==> config.mk <==
export PLATFORM = sky130hd
export DESIGN_NAME = mc_ctrl_fsm
export DESIGN_NICKNAME = d
export VERILOG_FILES = /design/src/rtl/ctrl_pkg.sv /design/src/rtl/alu_dec.sv /design/src/rtl/mc_ctrl_fsm.sv
export SDC_FILE = /design/constraint.sdc
export NUM_CORES = 1
export LEC_CHECK = 0
export ABC_AREA = 1
export CAP_MARGIN = 0
export CORE_AREA = 5 5 44 46
export DETAILED_ROUTE_END_ITERATION = 6
export DIE_AREA = 0 0 49 51
export PLACE_DENSITY_LB_ADDON = 0.1
export SYNTH_ARGS = -nofsm -noshare
export SYNTH_HDL_FRONTEND = slang
export SYNTH_SLANG_ARGS = --single-unit
==> constraint.sdc <==
create_clock -name clk -period 2.2 [get_ports clk]
set_input_delay 0.22 -clock clk [delete_from_list [all_inputs] [get_ports clk]]
set_output_delay 0.22 -clock clk [all_outputs]
set_load 0.01 [all_outputs]
==> src/rtl/ctrl_pkg.sv <==
// Shared encodings for the multi-cycle controller: opcodes, funct codes, ALU ops,
// operand/PC select codes and the FSM state type.
package ctrl_pkg;
    localparam logic [5:0] OP_RTYPE = 6'b000000;
    localparam logic [5:0] OP_ORI   = 6'b001101;
    localparam logic [5:0] OP_ADDIU = 6'b001001;
    localparam logic [5:0] OP_LW    = 6'b100011;
    localparam logic [5:0] OP_SW    = 6'b101011;
    localparam logic [5:0] OP_BEQ   = 6'b000100;
    localparam logic [5:0] OP_J     = 6'b000010;

    localparam logic [5:0] FN_ADD  = 6'b100000;
    localparam logic [5:0] FN_ADDU = 6'b100001;
    localparam logic [5:0] FN_SUBU = 6'b100011;
    localparam logic [5:0] FN_SLT  = 6'b101010;

    localparam logic [2:0] ALU_ADDU = 3'b000;
    localparam logic [2:0] ALU_ADD  = 3'b001;
    localparam logic [2:0] ALU_OR   = 3'b010;
    localparam logic [2:0] ALU_SUBU = 3'b101;
    localparam logic [2:0] ALU_SLT  = 3'b111;

    localparam logic [1:0] SRCB_RT   = 2'b00;
    localparam logic [1:0] SRCB_FOUR = 2'b01;
    localparam logic [1:0] SRCB_IMM  = 2'b10;
    localparam logic [1:0] SRCB_IMM2 = 2'b11;

    localparam logic [1:0] PCSRC_ALU = 2'b00;
    localparam logic [1:0] PCSRC_BR  = 2'b01;
    localparam logic [1:0] PCSRC_JMP = 2'b10;

    typedef enum logic [2:0] {
        S_IF   = 3'd0,
        S_ID   = 3'd1,
        S_EX   = 3'd2,
        S_MEM  = 3'd3,
        S_WB   = 3'd4,
        S_HALT = 3'd5
    } state_t;
endpackage

==> src/rtl/alu_dec.sv <==
// Combinational op/funct decode: EX-stage ALU operation and legal-encoding flag.
module alu_dec
    import ctrl_pkg::*;
(
    input  logic [5:0] op,
    input  logic [5:0] funct,
    output logic [2:0] alu_ctr,
    output logic       legal
);
    always_comb begin
        alu_ctr = ALU_ADDU;
        legal   = 1'b1;
        case (op)
            OP_RTYPE: begin
                case (funct)
                    FN_ADD:  alu_ctr = ALU_ADD;
                    FN_ADDU: alu_ctr = ALU_ADDU;
                    FN_SUBU: alu_ctr = ALU_SUBU;
                    FN_SLT:  alu_ctr = ALU_SLT;
                    default: legal   = 1'b0;
                endcase
            end
            OP_ORI:                      alu_ctr = ALU_OR;
            OP_BEQ:                      alu_ctr = ALU_SUBU;
            OP_ADDIU, OP_LW, OP_SW, OP_J: alu_ctr = ALU_ADDU;
            default:                     legal   = 1'b0;
        endcase
    end
endmodule

==> src/rtl/mc_ctrl_fsm.sv <==
// Multi-cycle main controller (IF/ID/EX/MEM/WB/HALT).
// Build option CTRL_OVF_TRAP_EN: ADD overflow suppresses write-back and sets sticky ovf_flag.
module mc_ctrl_fsm
    import ctrl_pkg::*;
(
    input  logic       clk,
    input  logic       rst,
    input  logic [5:0] op,
    input  logic [5:0] funct,
    input  logic       Zero,
    input  logic       Overflow,
    output logic       PCWr,
    output logic       IRWr,
    output logic       RegWr,
    output logic       MemWr,
    output logic [2:0] ALUctr,
    output logic       ALUSrcA,
    output logic [1:0] ALUSrcB,
    output logic       ExtOp,
    output logic       RegDst,
    output logic       MemtoReg,
    output logic [1:0] PCSrc,
    output logic       halted,
    output logic       ovf_flag
);
    state_t     state, next;
    logic [2:0] ex_alu;
    logic       legal;
    logic       is_r, is_add, wb_sup;

    assign is_r   = (op == OP_RTYPE);
    assign is_add = is_r && (funct == FN_ADD);

    alu_dec u_dec (
        .op      (op),
        .funct   (funct),
        .alu_ctr (ex_alu),
        .legal   (legal)
    );

    always_ff @(posedge clk) begin
        if (rst) state <= S_IF;
        else     state <= next;
    end

`ifdef CTRL_OVF_TRAP_EN
    logic ovf_hit, ovf_q;
    // ovf_hit is consumed only in the WB cycle right after the ADD's EX.
    always_ff @(posedge clk) begin
        if (rst) begin
            ovf_hit <= 1'b0;
            ovf_q   <= 1'b0;
        end else if (state == S_EX && is_add) begin
            ovf_hit <= Overflow;
            if (Overflow) ovf_q <= 1'b1;
        end
    end
    assign wb_sup   = ovf_hit && is_add;
    assign ovf_flag = ovf_q && !rst;
`else
    logic unused_ovf;
    assign unused_ovf = Overflow;
    assign wb_sup     = 1'b0;
    assign ovf_flag   = 1'b0;
`endif

    always_comb begin
        next     = state;
        PCWr     = 1'b0;
        IRWr     = 1'b0;
        RegWr    = 1'b0;
        MemWr    = 1'b0;
        ALUctr   = ALU_ADDU;
        ALUSrcA  = 1'b0;
        ALUSrcB  = SRCB_RT;
        ExtOp    = 1'b0;
        RegDst   = 1'b0;
        MemtoReg = 1'b0;
        PCSrc    = PCSRC_ALU;
        halted   = 1'b0;
        case (state)
            S_IF: begin
                ALUSrcB = SRCB_FOUR;
                PCWr    = 1'b1;
                IRWr    = 1'b1;
                next    = S_ID;
            end
            S_ID: begin
                ALUSrcB = SRCB_IMM2;
                ExtOp   = 1'b1;
                next    = legal ? S_EX : S_HALT;
            end
            S_EX: begin
                ALUctr = ex_alu;
                case (op)
                    OP_RTYPE: begin ALUSrcA = 1'b1; next = S_WB; end
                    OP_ORI:   begin ALUSrcB = SRCB_IMM; next = S_WB; end
                    OP_ADDIU: begin ALUSrcB = SRCB_IMM; ExtOp = 1'b1; next = S_WB; end
                    OP_LW, OP_SW: begin ALUSrcB = SRCB_IMM; ExtOp = 1'b1; next = S_MEM; end
                    OP_BEQ:   begin PCSrc = PCSRC_BR; PCWr = Zero; next = S_IF; end
                    OP_J:     begin PCSrc = PCSRC_JMP; PCWr = 1'b1; next = S_IF; end
                    default:  next = S_HALT;
                endcase
            end
            S_MEM: begin
                if (op == OP_LW) next = S_WB;
                else begin
                    MemWr = 1'b1;
                    next  = S_IF;
                end
            end
            S_WB: begin
                RegWr    = !wb_sup;
                RegDst   = is_r;
                MemtoReg = (op == OP_LW);
                next     = S_IF;
            end
            S_HALT:  halted = 1'b1;
            default: next = S_HALT;
        endcase
        // Reset blanks every output, including the Zero-driven PCWr.
        if (rst) begin
            PCWr = 1'b0; IRWr = 1'b0; RegWr = 1'b0; MemWr = 1'b0;
            ALUctr = ALU_ADDU; ALUSrcA = 1'b0; ALUSrcB = SRCB_RT; ExtOp = 1'b0;
            RegDst = 1'b0; MemtoReg = 1'b0; PCSrc = PCSRC_ALU; halted = 1'b0;
        end
    end
endmodule

==> flow_summary.toml, run 1 <==
[logic_synthesis]
netlist_instances = 106
syn_nets = 122
yosysSeqAreaShare = 0.112
synthXorXnorAreaFrac = 0
ys_warn_count = 0
synth-adder-area-share = 0
synth_edf_count = 0
ys.flop_type = "dfxtp_1"
yosysTopAreaCell = "nand2_1"
synthTopCellsByArea = "nand2_1, nor2_1, nand3_1"
synth_area_um2 = 537
synth_top_family_by_area = "simple AND/OR/NAND/NOR gates"
syn-mean-instance-area_um2 = 5.06
async_flop_share = 0
yosys.area_share.simple = 0.625
ys_types = 24
synth_top_area_frac = 0.161
synth_mux_area_frac = 0
synthMostInstantiatedCell = "nand2_1"
synth-seq-cells = 3
synth-compound-area-share = 0.0932
synth_common_cells = "nand2_1, nor2_1, inv_1, nand3_1, nor3_1"

[global_route]
grt_max_degree = 9
overflow = 0
antenna_found_initial = 0
grtUsageTotal = 0.128
grt_pass1_wl_mm = 2.67
first_global_vias = 676

[sta]
setup_slack_ns = 0.0998
slew_viol_final = 0
post-route-period-util = 0.955
whs_ns = 0.622
min_period_ns = 2.10
skew_ns = 0.00290
setup_violations = 0
hold_viol_final = 0
fin_tns_setup_ns = 0
fmax_ghz = 0.476

[route]
wl_per_cell_um = 10.2
drc = 0
via_per_inst = 4.82
drt_first_pass_iters = 4
antenna_left = 0
wirelength_mm = 1.61
num_vias = 762
drt_iter0_drc = 23

[power_and_ir_drop]
leakage_nw = 0.482
power.density_nw_per_um2 = 327
peakVddDrop_uv = 303

[clocking]
cts_buffers = 3
clock_sinks = 3
holdBufCountCts = 0
insertion_delay_ns = 0.23
tritoncts = "done"
clock_path_buffers = 2
h-tree-depth = 1
cts_root_buf = "clkbuf_4"
clkTransAtPathRegs_ns = 0.03

[min_path]
hold_class = "in2reg"
hp-start = "op[0]"

[worst_setup_path]
critical_path_class = "in2out"
cp_data_required_time_ns = 1.98
end_kind = "primary output"
cp_data_arrival_time_ns = 1.88
cp-start-kind = "primary input"
crit_start = "op[2]"
slowest_stage = "clkdlybuf4s50_1"
max_stage_delay_ns = 0.55
critical_path_peak_fanout = 4
cp_cell_sequence = "clkdlybuf4s50_1 > inv_1 > nor2_1 > nand3_2 > nor2_1 > nand2_1 > a31oi_1 > clkdlybuf4s50_1"
r2r-start = "state[0]$_SDFFE_PP0P_"

[layout]
final_nets = 159
reg.largest.list = "state x3"
largest_reg_flops = 3
final_core_util = 0.632
multiInputGateArea_um2 = 409
antenna_cells = 0
drive_above_1_share = 0.141
areaGrowthSynthToFinish_pct = 73.2
regMostFlops = "state"
seqCellArea_um2 = 61.3
nFillCells = 172

[job]
drv_cap = 0

[floorplan]
rows = 14
die_h_um = 51
num_io_pins = 33
die_area_um2 = 2500
core_area_um2 = 1470
initial_utilization = 0.365
dieWidth_um = 49

[placed_design]
finalWeightedCongestion = 0.774
portBuffers = 30
preCtsSetupSlack_ns = 0.0693
hpwl_mm = 1.37

[outcome]
status = "finished clean"
==> final timing paths <==
check | slack (ns) | cells past startpoint | endpoint
setup / recovery | 0.1 | 8 | PCWr
hold / removal | 0.62 | 6 | state[1]$_SDFFE_PP0P_
setup reg to reg | 1.03 | 5 | state[0]$_SDFFE_PP0P_
hold reg to reg | 0.68 | 4 | state[1]$_SDFFE_PP0P_
==> placed cells by master (no fill, tap or decap), drive strengths merged, types with 3 or more instances in the layout <==
cell type      count
clkdlybuf4s50     27
nand2             24
nor2              24
inv               18
nand3             15
nor3               6
buf                5
clkbuf             4
a21oi              3
dlymetal6s2s       3
o21ai              3
dfxtp              3
==> worst max-delay path, delay by kind of cell <==
kind	cells	cell delay, ns
AOI/OAI and AO/OA	1	0.13
buffers and inverters	3	1.16
and+or+nand+nor	4	0.37
==> per-stage QoR <==
| step | cells | total power, W | area [um^2] |
|---|---|---|---|
| detailed placement | 153 | 0.000210 | 867 |
| floorplan | 106 | 0.000140 | 537 |
| CTS | 157 | 0.000305 | 893 |
| global placement | 153 | 0.000208 | 867 |
| finish | 158 | 0.000304 | 930 |
| global route | 158 | 0.000332 | 930 |
==> routing by layer <==
layer,vias up,part of all wire,global-route usage
li1,405,-,-
met1,336,0.45,0.154
met2,21,0.51,0.233
met3,0,0.035,0.0116
met4,0,0,0.0538
met5,-,0,0
==> power breakdown <==
part           internal [W]   total, W  switching [W]
logic             0.0000715   0.000140      0.0000688
clock network     0.0000677  0.0000921      0.0000244
registers         0.0000612  0.0000712      0.0000100
total              0.000200   0.000304       0.000103
==> final cells by class <==
type,count,share of cell area
multi-input cells,82,0.440
repair buffers,35,0.371
inverters,18,0.0727
flip-flops and latches,3,0.0659
clock buffers,4,0.0283
well taps,16,0.0215
==> cells by family after synthesis <==
family | after synthesis
other | 1
buffers and inverters | 21
and+or+nand+nor | 72
AOI/OAI and AO/OA | 9
DFF | 3
==> repair_timing <==
action                                  4_1_cts  5_1_grt
gates resized for setup                       0        9
buffers inserted                              0        1
endpoints found under the setup margin        0        6
Power figures use the tool's default switching activity.
==> inputs of run 2 (changes only) <==
--- a/config.mk
+++ b/config.mk
@@ -7,10 +7,11 @@
 export LEC_CHECK = 0
 export ABC_AREA = 1
 export CAP_MARGIN = 0
-export CORE_AREA = 5 5 44 46
+export CORE_AREA = 2 2 41 43
 export DETAILED_ROUTE_END_ITERATION = 6
-export DIE_AREA = 0 0 49 51
+export DIE_AREA = 0 0 43 45
 export PLACE_DENSITY_LB_ADDON = 0.1
+export RECOVER_POWER = 25
 export SYNTH_ARGS = -nofsm -noshare
 export SYNTH_HDL_FRONTEND = slang
 export SYNTH_SLANG_ARGS = --single-unit
==> run 2 against run 1 <==
Sequential power about the same. Hold slack got worse by 0.0027 ns. Flip-flop and latch count stayed put. Sequential share of layout area shrank 0.19 points. Register-to-register slack about the same. Non-clock buffer count up 3. Clock skew is 0.0019 ns lower. First-iteration DRC count down 83%. Cell count increased by 1.9%. Global-route usage rose by 5.0 points. Clock-buffer cell count is the same. Clock power increased by 1%. Critical path type unchanged. Critical endpoint is now ALUctr[2]. Largest cell class unchanged.
==> flow_summary.toml, run 2 (synthesized netlist as in run 1, its figures left out) <==
[placed_design]
finalWeightedCongestion = 0.757
preCtsSetupSlack_ns = 0.0653
portBuffers = 30
placed_cell_area_um2 = 882
hpwl_mm = 1.30

[layout]
layout_common_cells = "clkdlybuf4s50_1, nand2_1, nor2_1"
antenna_cells = 0
reg.largest.list = "state x3"
nFillCells = 154
final_nets = 162
drive_above_1_share = 0.159
layout_commonest_cell = "clkdlybuf4s50_1"
postLayoutCellArea_um2 = 957
largest_reg_flops = 3
regMostFlops = "state"
areaGrowthSynthToFinish_pct = 78.3

[clocking]
h-tree-depth = 1
cts_buffers = 3
cts_root_buf = "clkbuf_4"
tritoncts = "done"
clock_sinks = 3
clkTransAtPathRegs_ns = 0.03
insertion_delay_ns = 0.23
holdBufCountCts = 0
clock_path_buffers = 2

[worst_setup_path]
rrSetupSlack_ns = 1.03
slowest_stage = "clkdlybuf4s50_1"
critPathTopFamily = "buffers and inverters"
critical_path_class = "in2out"
end_kind = "primary output"
critical_path_peak_fanout = 4
max_stage_delay_ns = 0.52
cp-start-kind = "primary input"
cp_num_buf_inv = 3
cp_cell_sequence = "clkdlybuf4s50_1 > nor2_4 > buf_4 > nand3_2 > nor2_2 > nand2_1 > nand2_1 > clkdlybuf4s50_1"
cp_data_required_time_ns = 1.98
cp_data_arrival_time_ns = 1.92

[sta]
hold_viol_final = 0
setup_slack_ns = 0.0641
post-route-period-util = 0.971
fmax_ghz = 0.468
skew_ns = 0.00104
fin_tns_setup_ns = 0
setup_violations = 0
min_period_ns = 2.14
slew_viol_final = 0

[route]
drt_iter0_drc = 4
wirelength_mm = 1.61
antenna_left = 0
via_per_inst = 4.83
drc = 0
num_vias = 777
wl_per_cell_um = 9.98
drt_first_pass_iters = 4

[power_and_ir_drop]
power.density_nw_per_um2 = 322
peakVddDrop_uv = 315
totalPowerFinal_w = 0.000308
leakage_nw = 0.529

[floorplan]
rows = 14
num_io_pins = 33
core_area_um2 = 1470
dieWidth_um = 43
initial_utilization = 0.365
die_h_um = 45
die_area_um2 = 1940

[global_route]
antenna_found_initial = 0
first_global_vias = 712
overflow = 0
grtUsageTotal = 0.178
grt_max_degree = 9
grt_pass1_wl_mm = 2.75

[job]
drv_cap = 0

[min_path]
hold_class = "in2reg"

[outcome]
status = "finished clean"
[run 2: per-stage QoR]
step	instances	utilization	hold WS (ns)
after floorplan	106	-	0.473
after global placement	155	0.599	0.685
after detailed placement	155	0.599	0.687
after CTS	159	0.617	0.694
after global routing	161	0.651	0.682
final	161	0.651	0.619
[run 2: worst min-delay path: stages]
cell and delay, ns:
dlymetal6s2s_1 0.17, nor2_2 0.08, nand3_2 0.11, inv_1 0.05, nand2_1 0.10, a21oi_1 0.07
[run 2: cell type report]
type | count | area, um^2 | area share
Inverter | 18 | 67.6 | 0.0706
Clock buffer | 4 | 26.3 | 0.0275
Tap cell | 16 | 20.0 | 0.0209
Multi-Input combinational cell | 82 | 407 | 0.425
Timing Repair Buffer | 38 | 375 | 0.392
Sequential cell | 3 | 61.3 | 0.0641
[run 2: layer usage]
metal  global-route usage  routed length (um)  vias to the layer above
li1                     -                   -                      416
met1                0.238                 709                      344
met2                0.315                 829                       17
met3              0.00400                  67                        0
met4               0.0545                   0                        0
met5                    0                   0                        -
[run 2: repair_timing]
action                     4_1_cts  5_1_grt
buffers inserted                 0        2
setup endpoints to repair        0        8
resized for setup                0       12
[run 2: path summary, 6_finish.rpt]
path / from / endpoint / cells after the start
hold / removal: op[2] / state[1]$_SDFFE_PP0P_ / 6
hold reg to reg: state[0]$_SDFFE_PP0P_ / state[1]$_SDFFE_PP0P_ / 4
setup reg to reg: state[0]$_SDFFE_PP0P_ / state[0]$_SDFFE_PP0P_ / 5
setup / recovery: op[5] / ALUctr[2] / 8
[run 2: where the power goes]
part	total (W)	internal [W]	switching [W]
combinational	0.000144	0.0000735	0.0000704
clock	0.0000932	0.0000678	0.0000254
sequential	0.0000712	0.0000611	0.0000101
total	0.000308	0.000202	0.000106
==> inputs of run 3 (changes only) <==
==> constraint.sdc (replaced) <==
create_clock -name clk -period 2.65 [get_ports clk]
set_input_delay 0.265 -clock clk [delete_from_list [all_inputs] [get_ports clk]]
set_output_delay 0.265 -clock clk [all_outputs]
set_load 0.01 [all_outputs]
==> run 3 against run 2 <==
First-iteration DRC count grew to 3.8 times the previous value. Clock power is 17% lower. Utilization decreased by 6.4 points. Register-to-register slack better by 0.41 ns. Die area stayed put. Sequential power down 17%. Wire length decreased by 15%. Flip-flop and latch count stayed put. Total power is 20% lower. Combinational power down 24%. Via count is 9.5% lower. Critical path type unchanged. Highest routed layer unchanged.
==> flow_summary.toml, run 3 (synthesized netlist as in run 1, its figures left out) <==
[floorplan]
num_io_pins = 33
die_area_um2 = 1940
die_h_um = 45
core_area_um2 = 1470
dieWidth_um = 43
rows = 14
initial_utilization = 0.365

[clocking]
h-tree-depth = 1
cts_root_buf = "clkbuf_4"
insertion_delay_ns = 0.23
ctsResizeCount = 0
cts_setup_buffers = 0
clkTransAtPathRegs_ns = 0.04
clock_sinks = 3
clock_path_buffers = 2
cts_buffers = 3
holdBufCountCts = 0
tritoncts = "done"

[layout]
final_nets = 154
layout_common_cells = "clkdlybuf4s50_1, nand2_1, nor2_1"
areaGrowthSynthToFinish_pct = 60.8
antenna_cells = 0
largest_reg_flops = 3
reg.largest.list = "state x3"
final_core_util = 0.587
layout_commonest_cell = "clkdlybuf4s50_1"
nFillCells = 157
drive_above_1_share = 0.0730
regMostFlops = "state"

[worst_setup_path]
critical_path_peak_fanout = 5
critical_path_class = "in2out"
rrSetupSlack_ns = 1.44
r2r-start = "state[1]$_SDFFE_PP0P_"
cp_num_buf_inv = 3
cp_data_arrival_time_ns = 2.11
critPathTopFamily = "buffers and inverters"
max_stage_delay_ns = 0.59
cp-start-kind = "primary input"
cp_data_required_time_ns = 2.38
crit_start = "op[0]"
slowest_stage = "dlygate4sd3_1"
end_kind = "primary output"
cp_cell_sequence = "dlygate4sd3_1 > nor2_1 > nand3_1 > nor3_2 > inv_1 > o21ai_1 > clkdlybuf4s50_1"

[min_path]
hold_class = "reg2reg"
hp-start = "state[0]$_SDFFE_PP0P_"

[power_and_ir_drop]
totalPowerFinal_w = 0.000246
power.density_nw_per_um2 = 285
leakage_nw = 0.413
peakVddDrop_uv = 262

[route]
num_vias = 703
drt_iter0_drc = 15
wl_per_cell_um = 8.97
antenna_left = 0
met3_length_um = 77
wirelength_mm = 1.37
via_per_inst = 4.59
drt_first_pass_iters = 4
routed.top_layer = "met3"
wl_met1_um = 667
drc = 0
wl_met2_um = 628

[sta]
post-route-period-util = 0.898
setup_violations = 0
rsz0062_at_grt = "false"
slew_viol_final = 0
hold_viol_final = 0
min_period_ns = 2.38
skew_ns = 0.00317
whs_ns = 0.687
fmax_ghz = 0.420
fin_tns_setup_ns = 0

[global_route]
grt_pass1_wl_mm = 2.35
overflow = 0
grt_max_degree = 9
antenna_found_initial = 0
first_global_vias = 597
grtUsageTotal = 0.151

[placed_design]
portBuffers = 30
hpwl_mm = 1.15
finalWeightedCongestion = 0.815

[outcome]
status = "finished clean"

[job]
drv_cap = 0
==> run 3: changes by cell type in the layout (fill, tap and decap cells not counted) <==
cell / delta
dlygate4sd3_1: +2
nor2_1: +3
nor2_2: -2
clkdlybuf4s50_1: +4
dfxtp_2: -1
nor3_1: +1
nor2_4: -1
nor3_2: -1
dlymetal6s2s_1: -6
buf_4: -8
dfxtp_1: +1
==> run 3: layer usage <==
layer / up-vias / global-route usage
met2: 21 / 0.239
met1: 289 / 0.223
met5: - / 0
met3: 0 / 0.0120
li1: 393 / -
met4: 0 / 0.0364
==> run 3: path summary, 6_finish.rpt <==
kind | endpoint | depth (start not counted)
min reg2reg | state[1]$_SDFFE_PP0P_ | 4
max reg2reg | state[0]$_SDFFE_PP0P_ | 6
max | ALUctr[0] | 7
min | state[1]$_SDFFE_PP0P_ | 4
==> run 3: stage by stage <==
stage,cell area (um^2),setup WS (ns),cells
after floorplan,537,1.24,106
after global placement,837,0.353,149
after detailed placement,837,0.364,149
after CTS,863,0.356,153
after global routing,863,0.104,153
final,863,0.271,153
==> run 3: area by class of cell <==
class                   instances  area (um^2)  area share
multi-input cells              82          389       0.451
repair buffers                 30          300       0.348
inverters                      18         67.6      0.0783
flip-flops and latches          3         60.1      0.0696
clock buffers                   4         26.3      0.0304
well taps                      16         20.0      0.0232
==> run 3: tightest hold or removal path, stage by stage, from the launching register on <==
cell     delay (ns)
dfxtp_1        0.35
nand2_1        0.11
nand2_1        0.05
inv_1          0.07
a21oi_1        0.04
==> run 3: where the power goes <==
group	leakage [nW]	switching [W]	total (W)	internal [W]
logic	0.373	0.0000535	0.000110	0.0000564
registers	0.0247	0.00000823	0.0000589	0.0000507
clock network	0.0150	0.0000207	0.0000769	0.0000562
total	0.413	0.0000824	0.000246	0.000163
